### src/rtl/ray_request_arbiter_if.sv
// Requester/result bus of ray_request_arbiter: flattened per-requester positions in,
// tagged calcRay results out.
interface ray_request_arbiter_if #(
  parameter int unsigned N_REQ = 4,
  parameter int unsigned ID_W  = 2,
  parameter int unsigned IN_W  = 8,
  parameter int unsigned OUT_W = 8
);
  logic [N_REQ-1:0]      req_valid;
  logic [N_REQ-1:0]      req_ready;
  logic [N_REQ*IN_W-1:0] req_x;
  logic [N_REQ*IN_W-1:0] req_y;
  logic [N_REQ*IN_W-1:0] req_z;
  logic                  res_valid;
  logic [ID_W-1:0]       res_id;
  logic [OUT_W-1:0]      res_xsq;
  logic [OUT_W-1:0]      res_ysq;
  logic [OUT_W-1:0]      res_zsq;
  logic [OUT_W-1:0]      res_r;

  modport master (
    output req_valid, req_x, req_y, req_z,
    input  req_ready, res_valid, res_id, res_xsq, res_ysq, res_zsq, res_r
  );

  modport slave (
    input  req_valid, req_x, req_y, req_z,
    output req_ready, res_valid, res_id, res_xsq, res_ysq, res_zsq, res_r
  );
endinterface

### src/rtl/ray_request_arbiter.sv
// Round-robin arbiter sharing one fixed-latency calc_ray datapath between N_REQ requesters.
// Define RAY_ARB_LATCHECK_EN to add a sticky lat_err output (tag tail vs datapath valid).

// x^2, y^2, z^2 and r = sqrt(x^2+y^2+z^2), rescaled to OUT_FRAC and saturated to OUT_W; LAT >= 2.
module calc_ray #(
  parameter int unsigned IN_W     = 8,
  parameter int unsigned IN_FRAC  = 7,
  parameter int unsigned OUT_W    = 8,
  parameter int unsigned OUT_FRAC = 7,
  parameter int unsigned LAT      = 6
) (
  input  logic                   clk,
  input  logic                   rst,
`ifdef RAY_ARB_LATCHECK_EN
  input  logic                   in_valid,
  output logic                   out_valid,
`endif
  input  logic signed [IN_W-1:0] x,
  input  logic signed [IN_W-1:0] y,
  input  logic signed [IN_W-1:0] z,
  output logic [OUT_W-1:0]       xsq,
  output logic [OUT_W-1:0]       ysq,
  output logic [OUT_W-1:0]       zsq,
  output logic [OUT_W-1:0]       r
);
  localparam int unsigned SQ_W  = 2 * IN_W;
  localparam int unsigned SUM_W = 2 * IN_W + 1;
  localparam int unsigned RT_W  = (2 * IN_W + 2) / 2;
  localparam int unsigned SQR_W = 2 * RT_W;
  localparam int unsigned SQ_SH = 2 * IN_FRAC - OUT_FRAC;
  localparam int unsigned RT_SH = IN_FRAC - OUT_FRAC;

  function automatic logic [OUT_W-1:0] sat_sq(input logic [SQ_W-1:0] v);
    logic [SQ_W-1:0] s;
    s = v >> SQ_SH;
    return (|(s >> OUT_W)) ? '1 : OUT_W'(s);
  endfunction

  function automatic logic [OUT_W-1:0] sat_rt(input logic [RT_W-1:0] v);
    logic [RT_W-1:0] s;
    s = v >> RT_SH;
    return (|(s >> OUT_W)) ? '1 : OUT_W'(s);
  endfunction

  // Bit-serial floor(sqrt(v)): keep each root bit whose trial square still fits.
  function automatic logic [RT_W-1:0] isqrt(input logic [SUM_W-1:0] v);
    logic [RT_W-1:0]  root;
    logic [RT_W-1:0]  cand;
    logic [SQR_W-1:0] cand_sq;
    root = '0;
    for (int i = int'(RT_W) - 1; i >= 0; i--) begin
      cand    = root | (RT_W'(1) << i);
      cand_sq = SQR_W'(cand) * SQR_W'(cand);
      if (cand_sq <= SQR_W'(v)) root = cand;
    end
    return root;
  endfunction

  logic signed [SQ_W-1:0] xe, ye, ze;
  logic [SQ_W-1:0]        xsq_c, ysq_c, zsq_c;
  logic [SUM_W-1:0]       sum_c;

  always_comb begin
    xe    = SQ_W'(x);
    ye    = SQ_W'(y);
    ze    = SQ_W'(z);
    xsq_c = SQ_W'(xe * xe);
    ysq_c = SQ_W'(ye * ye);
    zsq_c = SQ_W'(ze * ze);
    sum_c = SUM_W'(xsq_c) + SUM_W'(ysq_c) + SUM_W'(zsq_c);
  end

  logic [LAT-1:0][OUT_W-1:0] xsq_q, ysq_q, zsq_q, r_q;

  always_ff @(posedge clk or posedge rst) begin
    if (rst) begin
      xsq_q <= '0;
      ysq_q <= '0;
      zsq_q <= '0;
      r_q   <= '0;
    end else begin
      xsq_q <= {xsq_q[LAT-2:0], sat_sq(xsq_c)};
      ysq_q <= {ysq_q[LAT-2:0], sat_sq(ysq_c)};
      zsq_q <= {zsq_q[LAT-2:0], sat_sq(zsq_c)};
      r_q   <= {r_q[LAT-2:0], sat_rt(isqrt(sum_c))};
    end
  end

  assign xsq = xsq_q[LAT-1];
  assign ysq = ysq_q[LAT-1];
  assign zsq = zsq_q[LAT-1];
  assign r   = r_q[LAT-1];

`ifdef RAY_ARB_LATCHECK_EN
  logic [LAT-1:0] valid_q;
  always_ff @(posedge clk or posedge rst) begin
    if (rst) valid_q <= '0;
    else     valid_q <= {valid_q[LAT-2:0], in_valid};
  end
  assign out_valid = valid_q[LAT-1];
`endif
endmodule

module ray_request_arbiter #(
  parameter int unsigned N_REQ    = 4,
  parameter int unsigned ID_W     = 2,
  parameter int unsigned IN_W     = 8,
  parameter int unsigned IN_FRAC  = 7,
  parameter int unsigned OUT_W    = 8,
  parameter int unsigned OUT_FRAC = 7,
  parameter int unsigned CALC_LAT = 6
) (
  input  logic clk,
  input  logic reset,
  input  logic enable,
  input  logic flush,
  output logic flush_done,
  output logic busy,
`ifdef RAY_ARB_LATCHECK_EN
  output logic lat_err,
`endif
  ray_request_arbiter_if.slave bus
);
  localparam int unsigned CALC_INST_LAT = 6;

  typedef enum logic [1:0] {IDLE, RUN, DRAIN, STOPPED} state_t;

  state_t                      state, state_next;
  logic [ID_W-1:0]             last_grant, win_c, cand_c;
  logic                        found_c, hs_c, pipe_empty_c;
  logic [N_REQ-1:0]            grant_c;
  logic [IN_W-1:0]             sel_x_c, sel_y_c, sel_z_c;
  logic                        issue_valid;
  logic [ID_W-1:0]             issue_id;
  logic signed [IN_W-1:0]      issue_x, issue_y, issue_z;
  logic [CALC_LAT-1:0]         tag_valid;
  logic [CALC_LAT-1:0][ID_W-1:0] tag_id;
  logic [OUT_W-1:0]            calc_xsq, calc_ysq, calc_zsq, calc_r;
  logic                        calc_rst;

  assign pipe_empty_c  = !issue_valid && (tag_valid == '0);
  assign hs_c          = |(bus.req_valid & grant_c);
  assign bus.req_ready = grant_c;
  assign calc_rst      = ~reset;

  // Next state plus round-robin search starting one past the last granted requester.
  always_comb begin
    state_next = state;
    grant_c    = '0;
    win_c      = last_grant;
    cand_c     = last_grant;
    found_c    = 1'b0;
    for (int unsigned k = 1; k <= N_REQ; k++) begin
      cand_c = ID_W'((32'(last_grant) + k) % N_REQ);
      if (!found_c && bus.req_valid[cand_c]) begin
        found_c = 1'b1;
        win_c   = cand_c;
      end
    end
    case (state)
      IDLE:    if (enable && !flush) state_next = RUN;
      RUN: begin
        if (found_c) grant_c[win_c] = 1'b1;
        if (flush)        state_next = DRAIN;
        else if (!enable) state_next = IDLE;
      end
      DRAIN:   if (pipe_empty_c) state_next = STOPPED;
      STOPPED: if (!flush) state_next = IDLE;
      default: state_next = IDLE;
    endcase
  end

  always_comb begin
    sel_x_c = '0;
    sel_y_c = '0;
    sel_z_c = '0;
    for (int unsigned i = 0; i < N_REQ; i++) begin
      if (win_c == ID_W'(i)) begin
        sel_x_c = bus.req_x[i*IN_W +: IN_W];
        sel_y_c = bus.req_y[i*IN_W +: IN_W];
        sel_z_c = bus.req_z[i*IN_W +: IN_W];
      end
    end
  end

  always_ff @(posedge clk or negedge reset) begin
    if (!reset) begin
      state         <= IDLE;
      last_grant    <= ID_W'(N_REQ - 1);
      issue_valid   <= 1'b0;
      issue_id      <= '0;
      issue_x       <= '0;
      issue_y       <= '0;
      issue_z       <= '0;
      tag_valid     <= '0;
      tag_id        <= '0;
      bus.res_valid <= 1'b0;
      bus.res_id    <= '0;
      bus.res_xsq   <= '0;
      bus.res_ysq   <= '0;
      bus.res_zsq   <= '0;
      bus.res_r     <= '0;
      busy          <= 1'b0;
      flush_done    <= 1'b0;
    end else begin
      state       <= state_next;
      issue_valid <= hs_c;
      if (hs_c) begin
        last_grant <= win_c;
        issue_id   <= win_c;
        issue_x    <= sel_x_c;
        issue_y    <= sel_y_c;
        issue_z    <= sel_z_c;
      end
      // Tag tail lines up with the datapath output; results hold between strobes.
      tag_valid     <= {tag_valid[CALC_LAT-2:0], issue_valid};
      tag_id        <= {tag_id[CALC_LAT-2:0], issue_id};
      bus.res_valid <= tag_valid[CALC_LAT-1];
      if (tag_valid[CALC_LAT-1]) begin
        bus.res_id  <= tag_id[CALC_LAT-1];
        bus.res_xsq <= calc_xsq;
        bus.res_ysq <= calc_ysq;
        bus.res_zsq <= calc_zsq;
        bus.res_r   <= calc_r;
      end
      busy       <= hs_c | issue_valid | (|tag_valid[CALC_LAT-2:0]);
      flush_done <= (state_next == STOPPED);
    end
  end

`ifdef RAY_ARB_LATCHECK_EN
  logic calc_valid;
  always_ff @(posedge clk or negedge reset) begin
    if (!reset)                                lat_err <= 1'b0;
    else if (tag_valid[CALC_LAT-1] != calc_valid) lat_err <= 1'b1;
  end
`endif

  calc_ray #(
    .IN_W    (IN_W),
    .IN_FRAC (IN_FRAC),
    .OUT_W   (OUT_W),
    .OUT_FRAC(OUT_FRAC),
    .LAT     (CALC_INST_LAT)
  ) u_calc (
    .clk      (clk),
    .rst      (calc_rst),
`ifdef RAY_ARB_LATCHECK_EN
    .in_valid (issue_valid),
    .out_valid(calc_valid),
`endif
    .x        (issue_x),
    .y        (issue_y),
    .z        (issue_z),
    .xsq      (calc_xsq),
    .ysq      (calc_ysq),
    .zsq      (calc_zsq),
    .r        (calc_r)
  );
endmodule

### src/flat_wrapper.sv
// flat-port wrapper written by rule: the top's interface ports become plain ports
module ray_request_arbiter_flat 
#(
  parameter int unsigned N_REQ    = 4,
  parameter int unsigned ID_W     = 2,
  parameter int unsigned IN_W     = 8,
  parameter int unsigned IN_FRAC  = 7,
  parameter int unsigned OUT_W    = 8,
  parameter int unsigned OUT_FRAC = 7,
  parameter int unsigned CALC_LAT = 6
)
  (clk, reset, enable, flush, flush_done, busy, bus_req_valid, bus_req_x, bus_req_y, bus_req_z, bus_req_ready, bus_res_valid, bus_res_id, bus_res_xsq, bus_res_ysq, bus_res_zsq, bus_res_r);
  ray_request_arbiter_if #(.N_REQ(N_REQ), .ID_W(ID_W), .IN_W(IN_W), .OUT_W(OUT_W)) bus_i ();
  input  logic clk;
  input  logic reset;
  input  logic enable;
  input  logic flush;
  output logic flush_done;
  output logic busy;
  input wire logic [$bits(bus_i.req_valid)-1:0] bus_req_valid;
  input wire logic [$bits(bus_i.req_x)-1:0] bus_req_x;
  input wire logic [$bits(bus_i.req_y)-1:0] bus_req_y;
  input wire logic [$bits(bus_i.req_z)-1:0] bus_req_z;
  output wire logic [$bits(bus_i.req_ready)-1:0] bus_req_ready;
  output wire logic [$bits(bus_i.res_valid)-1:0] bus_res_valid;
  output wire logic [$bits(bus_i.res_id)-1:0] bus_res_id;
  output wire logic [$bits(bus_i.res_xsq)-1:0] bus_res_xsq;
  output wire logic [$bits(bus_i.res_ysq)-1:0] bus_res_ysq;
  output wire logic [$bits(bus_i.res_zsq)-1:0] bus_res_zsq;
  output wire logic [$bits(bus_i.res_r)-1:0] bus_res_r;
  assign bus_i.req_valid = bus_req_valid;
  assign bus_i.req_x = bus_req_x;
  assign bus_i.req_y = bus_req_y;
  assign bus_i.req_z = bus_req_z;
  assign bus_req_ready = bus_i.req_ready;
  assign bus_res_valid = bus_i.res_valid;
  assign bus_res_id = bus_i.res_id;
  assign bus_res_xsq = bus_i.res_xsq;
  assign bus_res_ysq = bus_i.res_ysq;
  assign bus_res_zsq = bus_i.res_zsq;
  assign bus_res_r = bus_i.res_r;
  ray_request_arbiter #(.N_REQ(N_REQ), .ID_W(ID_W), .IN_W(IN_W), .IN_FRAC(IN_FRAC), .OUT_W(OUT_W), .OUT_FRAC(OUT_FRAC), .CALC_LAT(CALC_LAT)) u_core (.clk(clk), .reset(reset), .enable(enable), .flush(flush), .flush_done(flush_done), .busy(busy), .bus(bus_i));
endmodule
### config.mk
export PLATFORM = sky130hd
export DESIGN_NAME = ray_request_arbiter_flat
export DESIGN_NICKNAME = d
export VERILOG_FILES = /design/src/rtl/ray_request_arbiter_if.sv /design/src/rtl/ray_request_arbiter.sv /design/src/flat_wrapper.sv
export SDC_FILE = /design/constraint.sdc
export NUM_CORES = 1
export LEC_CHECK = 0
export CORE_MARGIN = 4
export CORE_UTILIZATION = 54
export CTS_BUF_LIST = sky130_fd_sc_hd__clkbuf_8 sky130_fd_sc_hd__clkbuf_16
export CTS_CLUSTER_DIAMETER = 150
export DETAILED_ROUTE_END_ITERATION = 16
export DONT_BUFFER_PORTS = 1
export GPL_ROUTABILITY_DRIVEN = 0
export HOLD_SLACK_MARGIN = 0.12
export PLACE_DENSITY = 0.69
export SETUP_SLACK_MARGIN = 0.15
export SLEW_MARGIN = 40
export SYNTH_ARGS = -nofsm -noshare
export SYNTH_HDL_FRONTEND = slang
export SYNTH_SLANG_ARGS = --single-unit
### constraint.sdc
create_clock -name clk -period 58.9 [get_ports clk]
set_clock_uncertainty 0.05 [all_clocks]
set_input_delay 11.78 -clock clk [delete_from_list [all_inputs] [get_ports clk]]
set_output_delay 11.78 -clock clk [all_outputs]
set_load 0.02 [all_outputs]
==> results.yml <==
run_status:
  outcome: "complete, no violations"
yosys:
  synth.avg_cell_area_um2: 10.2
  synth_edf_count: 0
  ys_types: 71
  synthTopCellsByArea: "dfrtp_1 31%, fa_1 20%, ha_1 15%, inv_1 6.7%, nand2_1 4.0%"
  ys_async_sr_fraction: 1.00
  yosys.cell_count.top_type: "inv_1"
  syn_area_mm2: 0.0224
  synth_cells: 2200
  ys_warn_count: 0
  yosysTopAreaCell: "dfrtp_1"
  synth_top_cell_area_share: 0.309
  yosysSeqAreaShare: 0.311
  dominantRegCellSynth: "dfrtp_1"
  synth_nets: 2792
  yosys-top-cells-count: "400 x inv_1, 276 x dfrtp_1, 264 x ha_1"
  ys_ff_latch: 278
route:
  via_per_inst: 5.33
  via_count: 14600
  firstDrtPassIters: 5
  drc: 0
  route.detailed.wl_per_inst_um: 16.8
  drt_iter0_drc: 835
  ant_nets: 0
  wirelength_um: 46000
die:
  rows: 74
  io_pins: 145
  fp.coreArea_mm2: 0.0408
  die_area_mm2: 0.0447
  die_width_um: 211
  start_util: 0.547
  dieHeight_um: 211
final_layout:
  antenna_cells: 0
  final_cells: 2735
  final_nets: 2775
  seq_area_mm2: 0.00696
  multi_input_area_mm2: 0.0137
  layout-drive-gt1-share: 0.0572
  area_growth_pct: 6.63
  final_core_util: 0.584
  fillers: 3349
sta:
  final-setup-viol-count: 0
  drv_slew: 0
  rsz0062_at_grt: "no"
  hold_viol: 0
  tightest_slew_ps: 905
  fin_crit_ps: 40250
  fmax_mhz: 24.8
  tns_ps: 0
  period_share: 0.683
  slew_headroom: 0.395
critical_path:
  cp_data_required_time_ps: 59330
  reg2reg_from: "u_core.issue_z[7]"
  end_kind: "flop"
  r2r-end: "u_core.u_calc.r_q[0]"
  critPathMaxStageDelay_ps: 700
  reg2reg_depth: 166
  worst-path-max-fanout: 19
  regToRegSetupSlack_ps: 18650
  startpoint: "u_core.issue_z[7]"
  cp-start-kind: "flop"
  path_class: "reg -> reg"
  critical_path_arrival_ps: 40680
  critPathSlowestCell: "and2_1"
grt:
  grt_pass1_wl_um: 77700
  grt_max_degree: 279
  grt_pass1_vias: 15600
  grtUsageTotal: 0.213
  antenna_found_initial: 0
  overflow: 0
cts:
  postCtsSetupRepairBufs: 0
  cts_tree: "done"
  ctsLongestPathBuffers: 3
  cts.sinks: 278
  ctsResizeCount: 0
  clk_pin_slew_ps: 70
  htree_levels: 1
  cts_buffers: 27
  cts-hold-fix-buffers: 0
  clock_latency_ps: 560
  cts_root_buffer: "clkbuf_16"
placed_design:
  portBuffers: 0
  dp.cells: 2686
  dpl.hpwl_um: 36700
min_path:
  hp-start: "u_core.u_calc.r_q[12]"
  worstHoldPathType: "reg -> reg"
  hold_end: "u_core.u_calc.r_q[20]"
  hold_depth: 0
run:
  timing.max_cap.violations: 0
==> metrics by stage <==
stage | hold slack, ps | instance area, um^2 | setup WS, ps
5_1_grt | 298 | 23800 | 15320
3_5_place_dp | 285 | 22900 | 18940
4_1_cts | 295 | 23800 | 18810
2_1_floorplan | 281 | 22400 | 22110
3_3_place_gp | 281 | 22900 | 20050
6_report | 294 | 23800 | 18650
==> registers in the layout, summed over array words and instances, names as in the netlist, 6 cells and up <==
register	cells
u_core.u_calc.zsq_q	40
u_core.issue_z	8
u_core.tag_id	12
u_core.bus.res_xsq	8
u_core.issue_x	8
u_core.u_calc.zsq	8
u_core.u_calc.ysq	8
u_core.tag_valid	6
u_core.bus.res_zsq	8
u_core.u_calc.xsq_q	40
u_core.bus.res_ysq	8
u_core.u_calc.ysq_q	40
u_core.u_calc.xsq	8
u_core.issue_y	8
u_core.u_calc.r_q	40
u_core.u_calc.r	8
u_core.bus.res_r	8
==> how the worst max path moves through the flow <==
| stage | end |
|---|---|
| floorplan | u_core.u_calc.r_q[0] |
| detailed placement | u_core.u_calc.r_q[0] |
| global route | u_core.u_calc.r_q[0] |
| finish | u_core.u_calc.r_q[0] |
| CTS | u_core.u_calc.r_q[0] |
| global placement | u_core.u_calc.r_q[0] |
==> routing by layer <==
layer / share of wire / global-route usage / up-vias
met4: 0.033 / 0.0666 / 0
li1: - / - / 6955
met2: 0.47 / 0.354 / 364
met3: 0.054 / 0.0273 / 89
met5: 0 / 0 / -
met1: 0.44 / 0.296 / 7181
==> layout by cell type (no fill, tap or decap), types with 45 or more instances in the layout <==
cell,netlist,routed
a21oi_1,92,91
dfrtp_1,276,276
and2_1,51,51
nand3_1,45,45
inv_1,400,404
ha_1,264,264
fa_1,224,224
o21ai_0,72,72
nor2_1,63,63
xnor2_1,96,95
nand2_1,239,239
==> final cells by class <==
type                            count  area share
Timing Repair Buffer               14     0.00441
Inverter                          404      0.0637
Sequential cell                   278       0.292
Multi-Input combinational cell   1458       0.574
Clock inverter                     18     0.00735
Tap cell                          532      0.0279
Clock buffer                       31      0.0307
==> cells by family after synthesis <==
family,share of synthesized area
AO/OA/AOI/OAI,0.0847
multiplexers,0.0204
flip-flops,0.311
buffers and inverters,0.0784
adder cells (fa/ha/maj),0.348
XOR/XNOR,0.0505
AND/OR/NAND/NOR,0.106
==> worst max-delay path: cells and delay by family, from the launching register on <==
family,cells,cell delay [ps]
flip-flops,1,480
AND/OR/NAND/NOR,31,7750
adder cells (fa/ha/maj),42,16890
AO/OA/AOI/OAI,54,9200
XOR/XNOR,15,2360
multiplexers,1,100
buffers and inverters,23,3240
Power is left out: the tool's default activity adds up to more than one toggle a clock period on the data nets, which glitch-free logic cannot reach.
